===== config.mk =====
export PLATFORM = sky130hd
export DESIGN_NAME = rr_grant_scheduler
export DESIGN_NICKNAME = d
export VERILOG_FILES = /design/src/rtl/rr_grant_scheduler_pkg.sv /design/src/rtl/decoder_no_valid.sv /design/src/rtl/rr_grant_scheduler.sv
export SDC_FILE = /design/constraint.sdc
export NUM_CORES = 1
export LEC_CHECK = 0
export CORE_AREA = 2 2 39 41
export DETAILED_ROUTE_END_ITERATION = 8
export DIE_AREA = 0 0 41 43
export GPL_ROUTABILITY_DRIVEN = 1
export SLEW_MARGIN = 20
export SYNTH_ARGS = -nofsm -noshare
export SYNTH_HDL_FRONTEND = slang
export SYNTH_SLANG_ARGS = --single-unit

===== constraint.sdc =====
create_clock -name clk_i -period 1.9 [get_ports clk_i]
set_clock_uncertainty 0.1 [all_clocks]
set_input_delay 0.38 -clock clk_i [delete_from_list [all_inputs] [get_ports clk_i]]
set_output_delay 0.38 -clock clk_i [all_outputs]
set_load 0.05 [all_outputs]

===== src/rtl/rr_grant_scheduler_pkg.sv =====
// Shared constants and helpers for the round-robin grant scheduler.
package rr_grant_scheduler_pkg;

    localparam int unsigned RR_DEFAULT_NUM_REQ = 4;

    // Next requester index after idx, wrapping to 0 past num-1.
    function automatic int unsigned rr_next_idx(input int unsigned idx, input int unsigned num);
        return ((idx + 1) >= num) ? 0 : (idx + 1);
    endfunction

endpackage


===== src/rtl/decoder_no_valid.sv =====
// Binary-to-one-hot decoder without an enable; selects >= NUM_WIRE decode to all zero.
module decoder_no_valid #(
    parameter  int unsigned NUM_WIRE = 4,
    localparam int unsigned SEL_W    = (NUM_WIRE > 1) ? $clog2(NUM_WIRE) : 1
) (
    input  logic [SEL_W-1:0]    sel_i,
    output logic [NUM_WIRE-1:0] onehot_o
);

    // One-hot decode of the select index.
    always_comb begin
        onehot_o = '0;
        for (int unsigned i = 0; i < NUM_WIRE; i++) begin
            if (sel_i == SEL_W'(i)) begin
                onehot_o[i] = 1'b1;
            end
        end
    end

endmodule


===== src/rtl/rr_grant_scheduler.sv =====
// Round-robin scheduler sharing one downstream resource between NUM_REQ requesters,
// holding the offered grant stable until the valid/ready handshake completes.
module rr_grant_scheduler
    import rr_grant_scheduler_pkg::*;
#(
    parameter  int unsigned NUM_REQ = RR_DEFAULT_NUM_REQ,
    localparam int unsigned IDX_W   = $clog2(NUM_REQ)
) (
    input  logic               clk_i,
    input  logic               arst_ni,
    input  logic [NUM_REQ-1:0] req_i,
    output logic [NUM_REQ-1:0] gnt_o,
    output logic [IDX_W-1:0]   gnt_idx_o,
    output logic               gnt_valid_o,
    input  logic               gnt_ready_i
);

    typedef enum logic {
        IDLE   = 1'b0,
        LOCKED = 1'b1
    } state_t;

    // Requester count at one extra bit, so ptr+offset never overflows before wrapping.
    localparam logic [IDX_W:0] NUM_REQ_X = (IDX_W+1)'(NUM_REQ);

    state_t             state_q;
    logic [IDX_W-1:0]   ptr_q;
    logic [IDX_W-1:0]   locked_idx_q;
    logic [IDX_W-1:0]   sel_idx;
    logic               sel_valid;
    logic [NUM_REQ-1:0] dec_onehot;

    // Reject degenerate configurations at elaboration.
    if (NUM_REQ < 2) begin : g_bad_num_req
        $fatal(1, "rr_grant_scheduler: NUM_REQ must be >= 2");
    end

    // Rotating priority search: first requesting index at or after ptr, wrapping.
    always_comb begin
        logic [IDX_W:0] cand;
        sel_idx   = '0;
        sel_valid = 1'b0;
        cand      = '0;
        for (int unsigned off = 0; off < NUM_REQ; off++) begin
            cand = {1'b0, ptr_q} + (IDX_W+1)'(off);
            if (cand >= NUM_REQ_X) begin
                cand = cand - NUM_REQ_X;
            end
            if (!sel_valid && req_i[cand[IDX_W-1:0]]) begin
                sel_valid = 1'b1;
                sel_idx   = cand[IDX_W-1:0];
            end
        end
    end

    // Grant offer: held index while locked, live arbitration while idle, silent in reset.
    always_comb begin
        gnt_valid_o = 1'b0;
        gnt_idx_o   = '0;
        if (state_q == LOCKED) begin
            gnt_valid_o = 1'b1;
            gnt_idx_o   = locked_idx_q;
        end else if (sel_valid && arst_ni) begin
            gnt_valid_o = 1'b1;
            gnt_idx_o   = sel_idx;
        end
    end

    decoder_no_valid #(
        .NUM_WIRE (NUM_REQ)
    ) u_dec (
        .sel_i    (gnt_idx_o),
        .onehot_o (dec_onehot)
    );

    assign gnt_o = dec_onehot & {NUM_REQ{gnt_valid_o}};

    // Handshake FSM: advance the pointer past each accepted grant, lock under backpressure.
    always_ff @(posedge clk_i or negedge arst_ni) begin
        if (!arst_ni) begin
            state_q      <= IDLE;
            ptr_q        <= '0;
            locked_idx_q <= '0;
        end else begin
            case (state_q)
                IDLE: begin
                    if (sel_valid) begin
                        if (gnt_ready_i) begin
                            ptr_q <= IDX_W'(rr_next_idx(32'(sel_idx), NUM_REQ));
                        end else begin
                            locked_idx_q <= sel_idx;
                            state_q      <= LOCKED;
                        end
                    end
                end
                LOCKED: begin
                    if (gnt_ready_i) begin
                        ptr_q   <= IDX_W'(rr_next_idx(32'(locked_idx_q), NUM_REQ));
                        state_q <= IDLE;
                    end
                end
                default: begin
                    state_q <= IDLE;
                end
            endcase
        end
    end

endmodule

==> reports/summary.txt, run 1 <==
PortBufs = 13
DR WL met2 = 614 um
outcome = complete, but fails checks
CTS clock-pin slew for the worst setup and hold paths = 0.04 ns
setup ws final = -0.394 ns
most frequent cells in the layout = buf_4 (13), buf_6 (7)
syn_area_per_cell = 8.48 um2
die height = 43 um
Power per Cell Area = 1090 nW/um2
DR vias/cell = 5.08
Antenna Nets Post-Route = 0
max-slew violation count = 0
minimum clock period after layout = 2.29 ns
core area = 1380 um2
Yosys top cell by area = dfrtp_1
Top Ports = 14
Syn-to-layout area delta = 96.9%
initial antenna violation count = 0
largest net degree at the start of global routing = 11
CP required = 1.42 ns
DR WL/cell = 12.1 um
placement-stage cell area = 773 um2
# hold bufs at CTS = 0
DRC violations left = 0
static leakage = 0.400 nW
root buf cell = clkbuf_4
GRT Util Overall = 0.171
Startpoint Class = register
Primary FF master, synth = dfrtp_1
worst hold slack = 0.391 ns
register bit total from synthesis = 5
RSZ-0062 raised after global routing = true
CTS Buf Count = 3
largest fanout on the critical path = 5
Syn. warnings = 0
clock tree from TritonCTS = done
Net Count, Synth = 61
ANT cells = 0
failing checks = negative setup slack
DR WL met3 = 27 um
Final nets = 94
Slew @ Worst Pin = 0.480 ns
share of the synthesized area in the top cell type = 0.279
Hold Fails Final Rpt = 0
Iteration-0 DRC Markers = 4
final setup vio count = 7
Tot Pwr = 0.966 mW
Initial DRT Pass Iterations = 3
GPL Wtd Cong = 0.803
Unique masters post-synth = 29
Post-Synthesis Cells = 53
Die X = 41 um
vias in the first global route = 501
CP max-delay cell = dfrtp_2
site row count = 14
Post-Route M1 WL = 573 um
via count = 513
synthesized area = 449 um2
Area contributors post-synth = dfrtp_1 (28%), a221oi_4 (5.8%), a21oi_1 (5.6%)
WP data arrival = 1.81 ns
die area = 1760 um2
critical path type = reg2out
deepest clock path buffer count = 2
most common cell after layout, fill and taps aside = buf_4
CTS sink cnt = 5
pre-CTS setup slack = -0.643 ns
Max-Cap Viols = 0
H-Tree Depth = 1
register area share after synthesis = 0.279
ys async rst share = 1.00
clk_lat worst skew = 0.24 ns
worst hold path class = in2async
Routed WL = 1220 um
DP HPWL = 947 um
global route total overflow = 0
relative slew slack = 0.679
EDFF count, synth = 0
post-route design area = 885 um2
global-route wire length before repair = 2020 um
Worst VDD drop = 0.000551 V
f_max = 436 MHz
final worst path period share = 1.21
Initial Util = 0.325
Critical Path Sink Type = output port
crit-path cells = mux2i_2 -> a221oi_4 -> and4b_1 -> nand2_2 -> a21boi_4 -> buf_12
layout filler cell count = 127
highest routed layer = met4
Max stage delay on crit path = 0.44 ns
layout cells sized above 1 = 0.576
layout make-up:
class | count | area (um2) | area share
multi-input combinational | 41 | 383 | 0.433
timing repair buffer | 30 | 310 | 0.351
sequential | 5 | 126 | 0.143
clock buffer | 4 | 26.3 | 0.0297
tap | 16 | 20.0 | 0.0226
inverter | 5 | 18.8 | 0.0212
stage by stage:
| step | TNS [ns] | util | std cells |
|---|---|---|---|
| finish | -2.21 | 0.639 | 101 |
| global route | -2.78 | 0.639 | 101 |
| CTS | -2.16 | 0.637 | 99 |
| detailed placement | -5.27 | 0.559 | 92 |
| global placement | -5.19 | 0.559 | 92 |
| floorplan | -0.923 | - | 53 |
worst max-delay path: cells and delay by family, from the launching register on:
family / cells / cell delay [ns]
AND/OR/NAND/NOR: 2 / 0.35
AO/OA/AOI/OAI: 2 / 0.45
flip-flops: 1 / 0.44
multiplexers: 1 / 0.19
buffers and inverters: 1 / 0.15
timing repair:
action,4_1_cts,5_1_grt
setup buffers,3,3
resized for setup,29,3
pin swaps,6,6
setup endpoints to repair,11,7
sequential cells by signal (all words and copies together), names as in the netlist:
register / count
locked_idx_q: 2
ptr_q: 2
state_q: 1
worst paths after layout:
kind	slack, ns	cells past startpoint	endpoint	from
setup reg to reg	0	9	ptr_q[1]$_DFFE_PN0P_	ptr_q[1]$_DFFE_PN0P_
hold / removal	0.39	2	ptr_q[1]$_DFFE_PN0P_	arst_ni
hold reg to reg	0.53	2	locked_idx_q[1]$_DFFE_PN0P_	locked_idx_q[1]$_DFFE_PN0P_
setup / recovery	-0.39	6	gnt_o[1]	ptr_q[1]$_DFFE_PN0P_
min in group clk_i	0.51	5	locked_idx_q[0]$_DFFE_PN0P_	req_i[2]
max in group asynchronous	1.19	2	ptr_q[1]$_DFFE_PN0P_	arst_ni
power by group:
part | leakage (nW) | switching (mW) | internal [mW] | total, mW
clock network | 0.0150 | 0.0416 | 0.0793 | 0.121
logic | 0.327 | 0.335 | 0.330 | 0.664
registers | 0.0585 | 0.0405 | 0.141 | 0.181
synth_stat cells, types with 2 or more instances:
| cell | n |
|---|---|
| mux2i_1 | 2 |
| nand2_1 | 6 |
| inv_1 | 5 |
| dfrtp_1 | 5 |
| a21oi_1 | 5 |
| nor2_1 | 4 |
| nor3b_1 | 2 |
| o21ai_1 | 2 |
| o22ai_1 | 2 |
logic make-up after synthesis:
group                    Yosys count  share of synthesized area
AO/OA/AOI/OAI                     21                      0.368
AND/OR/NAND/NOR                   16                      0.187
buffers and inverters              7                     0.0752
flip-flops                         5                      0.279
multiplexers                       2                     0.0446
XOR/XNOR                           1                     0.0195
adder cells (fa/ha/maj)            1                     0.0279
routing by layer:
layer / track usage / vias to the layer above
met3: 0.0314 / 2
met4: 0.100 / 0
met1: 0.225 / 239
met2: 0.247 / 8
met5: 0 / -
li1: - / 264
Power figures use the tool's default switching activity.
==> run 2, diff against run 1 <==
--- a/config.mk
+++ b/config.mk
@@ -9,6 +9,7 @@
 export DETAILED_ROUTE_END_ITERATION = 8
 export DIE_AREA = 0 0 41 43
 export GPL_ROUTABILITY_DRIVEN = 1
+export HOLD_SLACK_MARGIN = 0.02
 export SLEW_MARGIN = 20
 export SYNTH_ARGS = -nofsm -noshare
 export SYNTH_HDL_FRONTEND = slang
==> results of run 2 <==
The final DEF is identical to that of run 1; final timing and power are the same.
==> run 3, diff against run 2 <==
--- a/config.mk
+++ b/config.mk
@@ -10,7 +10,7 @@
 export DIE_AREA = 0 0 41 43
 export GPL_ROUTABILITY_DRIVEN = 1
 export HOLD_SLACK_MARGIN = 0.02
-export SLEW_MARGIN = 20
 export SYNTH_ARGS = -nofsm -noshare
 export SYNTH_HDL_FRONTEND = slang
 export SYNTH_SLANG_ARGS = --single-unit
+export TNS_END_PERCENT = 10
==> constraint.sdc (replaced) <==
create_clock -name clk_i -period 2.6 [get_ports clk_i]
set_clock_uncertainty 0.1 [all_clocks]
set_input_delay 0.52 -clock clk_i [delete_from_list [all_inputs] [get_ports clk_i]]
set_output_delay 0.52 -clock clk_i [all_outputs]
set_load 0.05 [all_outputs]
==> reports/summary.txt, run 3 (synthesis gave the netlist of run 1 again) <==
final setup TNS = 0 ns (+2.21 ns)
minimum clock period after layout = 2.52 ns
multi-input logic area = 323 um2 (-16%)
RSZ-0062 raised after global routing = false
DP HPWL = 885 um (-6.6%)
static leakage = 0.334 nW (-17%)
ANT cells = 0 (unchanged)
Iteration-0 DRC Markers = 4 (unchanged)
Initial Util = 0.325 (unchanged)
GRT Util Overall = 0.151 (-0.0199)
most frequent cells in the layout = buf_4 (13), nand2_1 (6), inv_1 (5), a21oi_1 (5), dfrtp_1 (5)
global route total overflow = 0 (unchanged)
pre-CTS setup slack = -0.234 ns (+0.409 ns)
H-Tree Depth = 1 (unchanged)
largest fanout on the critical path = 3 (-2)
# hold bufs at CTS = 0 (unchanged)
f_max = 396 MHz
cell internal pwr = 0.338 mW (-38%)
site row count = 14 (unchanged)
layout filler cell count = 130 (+2.4%)
Routed WL = 1100 um (-10%)
worst hold path class = reg2reg
fraction of power spent switching nets = 0.442 (+0.0103)
largest net degree at the start of global routing = 13 (+2)
critical path type = in2out
core area = 1380 um2 (unchanged)
Worst VDD drop = 0.000416 V (-25%)
die height = 43 um (unchanged)
DRC violations left = 0 (unchanged)
Top Ports = 14 (unchanged)
Die X = 41 um (unchanged)
register area = 125 um2 (-0.99%)
Final nets = 87 (-7.4%)
top flop regs = locked_idx_q: 2 flops, ptr_q: 2 flops, state_q: 1 flops
final setup vio count = 0 (-7)
Antenna Nets Post-Route = 0 (unchanged)
Critical Path Sink Type = output port
via count = 474 (-7.6%)
final worst path period share = 0.970
Power per Cell Area = 820 nW/um2 (-25%)
clock tree from TritonCTS = done
Syn-to-layout area delta = 64.3%
outcome = complete, no violations
max-slew violation count = 0 (unchanged)
Slew @ Worst Pin = 0.483 ns (+0.00335 ns)
Switch Pwr = 0.267 mW (-36%)
Startpoint Class = input port
Initial DRT Pass Iterations = 3 (unchanged)
layout cells sized above 1 = 0.385 (-0.192)
fin util = 0.533 (-0.106)
CTS Buf Count = 3 (unchanged)
CTS sink cnt = 5 (unchanged)
worst reg2reg path depth = 5 (-4)
DR WL/cell = 11.7 um (-3.5%)
initial antenna violation count = 0 (unchanged)
Clk network pwr share = 0.138 (+0.013)
Tot Pwr = 0.605 mW (-37%)
clk_lat worst skew = 0.23 ns (about the same)
deepest clock path buffer count = 2 (unchanged)
PortBufs = 13 (unchanged)
Max-Cap Viols = 0 (unchanged)
die area = 1760 um2 (unchanged)
most common cell after layout, fill and taps aside = buf_4
worst hold stages = 2
CTS clock-pin slew for the worst setup and hold paths = 0.04 ns (about the same)
combinational share of power = 0.638 (-0.050)
Hold Fails Final Rpt = 0 (unchanged)
root buf cell = clkbuf_4
GPL Wtd Cong = 0.767 (-4.5%)
WP data arrival = 1.90 ns (+0.09 ns)
vias in the first global route = 445 (-11%)
setup ws final = 0.0772 ns (+0.471 ns)
global-route wire length before repair = 1820 um (-9.9%)
CP required = 1.98 ns (+0.56 ns)
relative slew slack = 0.677 (-0.00224)
sequential power share = 0.224 (+0.037)
DR vias/cell = 5.04 (-0.72%)
==> run 3: changes by cell type in the layout (fill, tap and decap cells not counted), moves of 2 or more <==
cell and delta:
inv_1 +2, buf_6 -7, a21boi_4 -2, inv_2 -2, nand2_1 +2, o21ai_2 -2
==> run 3: layer usage <==
metal  global-route usage  routed length, um
met5                    0                  0
met4                0.100                 12
met3               0.0314                 51
met2                0.197                505
met1                0.214                527
==> run 3: worst max-delay path, stage by stage <==
cell	delay, ns
dlygate4sd2_1	0.26
or4_4	0.55
nand3b_1	0.20
nor2_1	0.06
nand2_1	0.07
a21boi_1	0.06
buf_4	0.19
==> run 3: area by class of cell <==
cell class | count | area share
Multi-Input combinational cell | 41 | 0.437
Timing Repair Buffer | 23 | 0.305
Sequential cell | 5 | 0.169
Clock buffer | 4 | 0.0356
Tap cell | 16 | 0.0271
Inverter | 5 | 0.0254
==> run 3: per-stage QoR <==
step                std cells  instance area, um2  hold slack [ns]
detailed placement         90                 699            0.477
CTS                        94                 742            0.507
finish                     94                 738            0.504
global route               94                 738            0.527
floorplan                  53                 457            0.124
global placement           90                 699            0.479
==> run 3: final timing paths <==
| check | from | endpoint | slack [ns] |
|---|---|---|---|
| max | req_i[3] | gnt_o[0] | 0.08 |
| min | locked_idx_q[1]$_DFFE_PN0P_ | locked_idx_q[1]$_DFFE_PN0P_ | 0.50 |
| max reg2reg | ptr_q[1]$_DFFE_PN0P_ | ptr_q[1]$_DFFE_PN0P_ | 0.95 |
| min reg2reg | locked_idx_q[1]$_DFFE_PN0P_ | locked_idx_q[1]$_DFFE_PN0P_ | 0.50 |
| max in group asynchronous | arst_ni | state_q$_DFF_PN0_ | 1.75 |
| min in group asynchronous | arst_ni | locked_idx_q[1]$_DFFE_PN0P_ | 0.54 |
==> run 3: timing repair <==
item	4_1_cts	5_1_grt
gates resized for setup	7	5
setup endpoints to repair	7	4
pin swaps	1	2
setup buffers	0	0
==> run 3: power by group through the flow <==
stage	clock network (mW)	registers, mW	logic, mW
after global routing	0.0996	0.141	0.414
after CTS	0.0882	0.134	0.383
after global placement	0	0.133	0.370
final	0.0836	0.136	0.386
after detailed placement	0	0.134	0.370
after floorplan	0	0.116	0.244
